`src/rtl/tawas_rcn_ldq.sv`:
```
// Per-slice load queue: one outstanding bus read per slice, round-robin issue, registered write-back.
// Define TAWAS_RCN_LDQ_TIMEOUT_EN to force-complete reads that get no response within TIMEOUT cycles.
module tawas_rcn_ldq #(
    parameter int unsigned TIMEOUT = 255
) (
    input  logic        CLK,
    input  logic        RST_N,
    input  logic        REQ_VLD,
    input  logic [1:0]  REQ_SLICE,
    input  logic [3:0]  REQ_SEL,
    input  logic [31:0] REQ_ADDR,
    output logic        REQ_BUSY,
    output logic [3:0]  SLICE_PEND,
    output logic        RD_VLD,
    output logic [1:0]  RD_TAG,
    output logic [31:0] RD_ADDR,
    input  logic        RD_ACK,
    input  logic        RSP_VLD,
    input  logic [1:0]  RSP_TAG,
    input  logic [31:0] RSP_DATA,
    output logic        RCN_LOAD_VLD,
    output logic [1:0]  RCN_LOAD_SLICE,
    output logic [3:0]  RCN_LOAD_SEL,
    output logic [31:0] RCN_LOAD,
    output logic        ERR_BUSY,
    output logic        ERR_SPUR,
    output logic        ERR_TO
);
    typedef enum logic [1:0] {StIdle, StIssue, StWait} ent_st_e;

    ent_st_e     st_q [4];
    ent_st_e     st_d [4];
    logic [3:0]  sel_q [4];
    logic [31:0] addr_q [4];
    logic [1:0]  rr_q;
    logic [1:0]  gnt_q;
    logic        lock_q;
    logic [1:0]  gnt;
    logic [1:0]  idx;
    logic        rd_fire;
    logic        req_take;
    logic        rsp_hit;
    logic        load_vld_d;
    logic [1:0]  load_slice_d;
    logic [3:0]  load_sel_d;
    logic [31:0] load_d;
    logic        err_busy_d;
    logic        err_spur_d;

    assign REQ_BUSY = (st_q[REQ_SLICE] != StIdle);
    assign req_take = REQ_VLD && !REQ_BUSY;
    assign rsp_hit  = RSP_VLD && (st_q[RSP_TAG] == StWait);

    always_comb begin
        SLICE_PEND = '0;
        RD_VLD     = 1'b0;
        for (int i = 0; i < 4; i++) begin
            SLICE_PEND[i] = (st_q[i] != StIdle);
            if (st_q[i] == StIssue) RD_VLD = 1'b1;
        end
    end

    // Grant is frozen while a presented read awaits RD_ACK so a newly issued entry cannot steal it.
    always_comb begin
        gnt = lock_q ? gnt_q : rr_q;
        idx = rr_q;
        if (!lock_q) begin
            for (int i = 3; i >= 0; i--) begin
                idx = rr_q + 2'(i);
                if (st_q[idx] == StIssue) gnt = idx;
            end
        end
    end

    assign RD_TAG  = gnt;
    assign RD_ADDR = addr_q[gnt];
    assign rd_fire = RD_VLD && RD_ACK;

`ifdef TAWAS_RCN_LDQ_TIMEOUT_EN
    localparam int unsigned CntW = $clog2(TIMEOUT + 2);

    logic [CntW-1:0] cnt_q [4];
    logic [3:0]      expired;
    logic            to_fire;
    logic [1:0]      to_slice;
    logic            err_to_q;

    // A valid response owns the write-back slot; expired entries stay saturated and retry.
    always_comb begin
        expired  = '0;
        to_slice = '0;
        for (int i = 3; i >= 0; i--) begin
            expired[i] = (st_q[i] == StWait) && (cnt_q[i] >= CntW'(TIMEOUT - 1));
            if (expired[i]) to_slice = 2'(i);
        end
        to_fire = (|expired) && !rsp_hit;
    end

    always_ff @(posedge CLK) begin
        for (int i = 0; i < 4; i++) begin
            if (!RST_N) begin
                cnt_q[i] <= '0;
            end else if (rd_fire && (gnt == 2'(i))) begin
                cnt_q[i] <= '0;
            end else if ((st_q[i] == StWait) && (cnt_q[i] < CntW'(TIMEOUT))) begin
                cnt_q[i] <= cnt_q[i] + CntW'(1);
            end
        end
    end

    always_ff @(posedge CLK) begin
        if (!RST_N) err_to_q <= 1'b0;
        else if (to_fire) err_to_q <= 1'b1;
    end

    assign ERR_TO = err_to_q;
`else
    logic unused_timeout;
    assign unused_timeout = ^TIMEOUT;
    assign ERR_TO = 1'b0;
`endif

    always_comb begin
        for (int i = 0; i < 4; i++) st_d[i] = st_q[i];
        load_vld_d   = 1'b0;
        load_slice_d = RCN_LOAD_SLICE;
        load_sel_d   = RCN_LOAD_SEL;
        load_d       = RCN_LOAD;
        err_busy_d   = ERR_BUSY | (REQ_VLD & REQ_BUSY);
        err_spur_d   = ERR_SPUR | (RSP_VLD & !rsp_hit);
        if (req_take) st_d[REQ_SLICE] = StIssue;
        if (rd_fire) st_d[gnt] = StWait;
        if (rsp_hit) begin
            load_vld_d       = 1'b1;
            load_slice_d     = RSP_TAG;
            load_sel_d       = sel_q[RSP_TAG];
            load_d           = RSP_DATA;
            st_d[RSP_TAG]    = StIdle;
        end
`ifdef TAWAS_RCN_LDQ_TIMEOUT_EN
        if (to_fire) begin
            load_vld_d       = 1'b1;
            load_slice_d     = to_slice;
            load_sel_d       = sel_q[to_slice];
            load_d           = '1;
            st_d[to_slice]   = StIdle;
        end
`endif
    end

    always_ff @(posedge CLK) begin
        if (!RST_N) begin
            for (int i = 0; i < 4; i++) begin
                st_q[i]   <= StIdle;
                sel_q[i]  <= '0;
                addr_q[i] <= '0;
            end
            rr_q           <= '0;
            gnt_q          <= '0;
            lock_q         <= 1'b0;
            RCN_LOAD_VLD   <= 1'b0;
            RCN_LOAD_SLICE <= '0;
            RCN_LOAD_SEL   <= '0;
            RCN_LOAD       <= '0;
            ERR_BUSY       <= 1'b0;
            ERR_SPUR       <= 1'b0;
        end else begin
            for (int i = 0; i < 4; i++) st_q[i] <= st_d[i];
            if (req_take) begin
                sel_q[REQ_SLICE]  <= REQ_SEL;
                addr_q[REQ_SLICE] <= REQ_ADDR;
            end
            if (rd_fire) rr_q <= gnt + 2'd1;
            gnt_q          <= gnt;
            lock_q         <= RD_VLD && !RD_ACK;
            RCN_LOAD_VLD   <= load_vld_d;
            RCN_LOAD_SLICE <= load_slice_d;
            RCN_LOAD_SEL   <= load_sel_d;
            RCN_LOAD       <= load_d;
            ERR_BUSY       <= err_busy_d;
            ERR_SPUR       <= err_spur_d;
        end
    end

endmodule

```
`config.mk`:
```
export PLATFORM = sky130hd
export DESIGN_NAME = tawas_rcn_ldq
export DESIGN_NICKNAME = d
export VERILOG_FILES = /design/src/rtl/tawas_rcn_ldq.sv
export SDC_FILE = /design/constraint.sdc
export NUM_CORES = 1
export LEC_CHECK = 0
export ABC_AREA = 1
export BUFFER_PORTS_ARGS = -buffer_cell sky130_fd_sc_hd__buf_4
export CAP_MARGIN = 20
export CORE_AREA = 4 4 132 134
export CTS_BUF_LIST = sky130_fd_sc_hd__clkbuf_16
export DETAILED_ROUTE_END_ITERATION = 16
export DIE_AREA = 0 0 136 138
export PLACE_DENSITY = 0.82
export SLEW_MARGIN = 15
export SYNTH_ARGS = -nofsm -noshare
export SYNTH_HDL_FRONTEND = slang
export SYNTH_SLANG_ARGS = --single-unit
```
`constraint.sdc`:
```
create_clock -name CLK -period 4.1 [get_ports CLK]
set_input_delay 0.41 -clock CLK [delete_from_list [all_inputs] [get_ports CLK]]
set_output_delay 0.41 -clock CLK [all_outputs]
set_load 0.03 [all_outputs]
```
==> implementation parameters <==
Parameter                              Value

Timing
  Total negative slack for setup checks ... 0 ns
  Period Utilization, post-route ... 91.4%
  Transition time at the pin with the least slew margin ... 1.10 ns
  Count of endpoints failing setup in the final report ... 0
  Final min period ... 3.75 ns
  Final worst setup slack ... 0.353 ns
  Max-Slew Margin vs Limit ... 26.5%
  Pins over their slew limit ... 0
  Hold Vio Cnt, Final ... 0
  RSZ-0062 raised after global routing ... false
  Worst-case clock skew ... 0.00714 ns
  Max Fclk ... 267 MHz

GRT
  Via count of the first global-routing pass ... 6,806
  Maximum number of pins on one net before global-route repair ... 44
  Remaining global-route overflow ... 0
  Wire length of the first global-routing pass ... 33,500 µm
  Tot GR Track Use ... 22.8%
  Number of antenna violations at the first check in global routing ... 0

CTS
  Clock sink count ... 200
  H-Tree Level Count ... 4
  Worst-case clock buffer depth ... 2
  Clock insertion delay at the later pin of the skew report ... 0.44 ns
  Total CTS buffers ... 17
  Clock Pin Slew Worst Setup and Hold Paths ... 0.07 ns
  Number of hold-repair buffers added at the cts stage ... 0
  Clock tree root buffer cell ... sky130_fd_sc_hd__clkbuf_16
  Clock tree from TritonCTS ... done
  CTS-repair resized insts ... 0
  Buffers inserted by post-CTS timing repair ... 0

Logic synthesis
  Number of unique standard cell types used by synthesis ... 34
  Share of synthesized flip-flops with an asynchronous set or reset ... 0%
  Mean post-synth cell area ... 9.00 µm²
  Mapped Area ... 8710 µm²
  Most common library cells after synthesis ... sky130_fd_sc_hd__nand2_1, sky130_fd_sc_hd__nor2_1, sky130_fd_sc_hd__edfxtp_1, sky130_fd_sc_hd__inv_1, sky130_fd_sc_hd__nand3_1
  Post-synthesis instance total ... 968
  Cell type with the largest total area after synthesis ... sky130_fd_sc_hd__edfxtp_1
  Portion of synthesized cell area occupied by the leading cell type ... 49.7%
  Seq/Total Area, Yosys ... 62.5%
  Most common cell in the synthesized netlist ... sky130_fd_sc_hd__nand2_1
  Flip-flop and latch count after synthesis ... 200
  Synthesis warning total ... 0
  Dominant register cell in the synthesized netlist ... sky130_fd_sc_hd__edfxtp_1
  Top post-synthesis cells by area ... sky130_fd_sc_hd__edfxtp_1, sky130_fd_sc_hd__nand2_1, sky130_fd_sc_hd__dfxtp_1, sky130_fd_sc_hd__nor2_1, sky130_fd_sc_hd__nand3_1
  Post-synthesis net count ... 1,045
  Number of synthesized flops with an enable pin ... 144

Cells and area
  Layout filler cell count ... 1,300
  Area taken by multi-input logic gates ... 2730 µm²
  Synthesis-to-layout area growth ... 21.2%
  Final-stage net count ... 1,186
  Share of the core filled with cells ... 64.8%
  Register cell area after layout ... 5450 µm²
  Number of cells in the finished layout apart from fillers ... 1,342
  Antenna diode count ... 0
  Share of cells above drive strength 1 ... 19.8%

Routing
  Uppermost layer routed ... met4
  DRC ... 0
  DRT met1 WL ... 8280 µm
  Count of nets left with antenna violations after detail routing ... 0
  Via density per instance ... 5.19
  WL met2 ... 10,500 µm
  Overall via count from detail_route ... 6,966
  First DRT Iteration DRCs ... 646
  Drt pass-1 iters ... 5
  Total length of routed met3 wires ... 1720 µm
  Final Routed Wirelength ... 21,000 µm
  Avg WL per Cell ... 15.6 µm

Die
  Die area ... 18,800 µm²
  Horiz. Die Dim ... 136 µm
  Core area ... 16,300 µm²
  Num rows ... 47
  Die height ... 138 µm
  Initial standard-cell utilization of the core ... 53.5%
  Boundary Pins ... 159

Placed design
  Port bufs ... 157
  Weighted congestion reported at the end of routability-driven placement ... 0.865
  Worst setup timing slack at the placement stage ... 0.866 ns
  Count of placed standard cells including taps ... 1,310
  Detailed placement HPWL ... 13,800 µm

Setup path
  Reg2reg setup slack ... 1.39 ns
  Data required, critical path ... 3.69 ns
  Startpoint type of the worst setup path ... flip-flop
  Critical-path cell with the highest stage delay ... sky130_fd_sc_hd__dfxtp_1
  Worst setup path class ... flip-flop to output port
  Arrival time at the worst endpoint ... 3.34 ns
  Crit path cell chain ... inv_4 -> nand2_2 -> nand2_1 -> nand3_1 -> nand2_1 -> inv_2 -> nand2_1 -> nand2_1 -> nand2_2 -> nand2_2 -> nand2_4 -> nor2_4 -> buf_4 -> nand2_1 -> nand3_1 -> buf_4
  Crit-path most repeated cell ... sky130_fd_sc_hd__nand2_1
  Highest cell delay on the worst timing path ... 0.56 ns
  Cells on worst reg2reg path ... 12
  Max Fanout on Critical Path ... 37
  Crit end category ... output port

Status
  Run status ... finished, final reports clean

Power
  Power after layout ... 6.48 mW
  Cell leakage power ... 4.71 nW
  Worst supply voltage drop on vdd ... 0.000493 V
  Pwr Density ... 614 nW/µm²

Job
  Number of max-capacitance violations reported ... 0

Min path
  Worst min path class ... input port to flip-flop
  Hold Crit Depth ... 2
registers in the layout, indices dropped and copies added (netlist names), named ones only:
register,count
ERR_SPUR,1
RCN_LOAD_SLICE,2
RCN_LOAD_VLD,1
st_q,8
RCN_LOAD,32
ERR_BUSY,1
rr_q,2
addr_q,128
gnt_q,2
RCN_LOAD_SEL,4
lock_q,1
sel_q,16
final timing paths:
path,start,endpoint
min,RD_ACK,lock_q
min reg2reg,RCN_LOAD[31],RCN_LOAD[31]
max reg2reg,st_q[3][1],sel_q[1][3]
max,rr_q[0],RD_ADDR[23]
kinds of logic after synthesis:
logic type	share of synthesized area [%]
compound gates	4.70
flops	62.5
simple gates	26.5
buf+inv	6.22
other cells	0.0431
per-stage QoR:
| stage | cell area (µm²) | hold WS [ns] |
|---|---|---|
| 2_1_floorplan | 8710 | 0.464 |
| 5_1_grt | 10600 | 0.133 |
| 4_1_cts | 10600 | 0.128 |
| 3_5_place_dp | 9990 | 0.456 |
| 6_report | 10600 | 0.133 |
| 3_3_place_gp | 9980 | 0.453 |
power by group:
group | leakage (nW) | switching (mW) | total, mW | internal [mW]
Clock | 0.284 | 0.761 | 1.59 | 0.826
Sequential | 1.96 | 0.0597 | 2.38 | 2.32
Combinational | 2.46 | 1.76 | 2.51 | 0.759
Total | 4.71 | 2.58 | 6.48 | 3.90
critical path, delay by kind of cell (launching register included):
family	cells	cell delay, ns
flops	1	0.56
buf+inv	4	0.67
simple gates	12	1.67
cell type report:
class	count	share of cell area, %
clock buffers	18	4.27
clock inverters	14	1.03
inverters	75	2.74
multi-input cells	649	25.9
flip-flops and latches	200	51.6
well taps	220	2.61
repair buffers	166	11.9
layer usage:
| layer | track usage (%) | vias to the layer above |
|---|---|---|
| li1 | - | 3400 |
| met3 | 4.40 | 43 |
| met5 | 0 | - |
| met2 | 37.5 | 297 |
| met1 | 29.7 | 3226 |
| met4 | 9.28 | 0 |
cell usage in the layout (no fill, tap or decap), types with 4 or more instances in the layout:
cell type and instances:
sky130_fd_sc_hd__nand3_1 57, sky130_fd_sc_hd__nor3_1 7, sky130_fd_sc_hd__nand2_2 10, sky130_fd_sc_hd__a21oi_1 49
sky130_fd_sc_hd__o21ai_0 7, sky130_fd_sc_hd__inv_2 5, sky130_fd_sc_hd__buf_4 165, sky130_fd_sc_hd__dfxtp_1 56
sky130_fd_sc_hd__clkbuf_16 18, sky130_fd_sc_hd__inv_1 68, sky130_fd_sc_hd__clkinv_4 4, sky130_fd_sc_hd__nor2_1 153
sky130_fd_sc_hd__inv_4 4, sky130_fd_sc_hd__nand2_1 341, sky130_fd_sc_hd__a22oi_1 5, sky130_fd_sc_hd__edfxtp_1 144
sky130_fd_sc_hd__inv_6 5
Note: power is estimated with default switching activity, not from simulation.
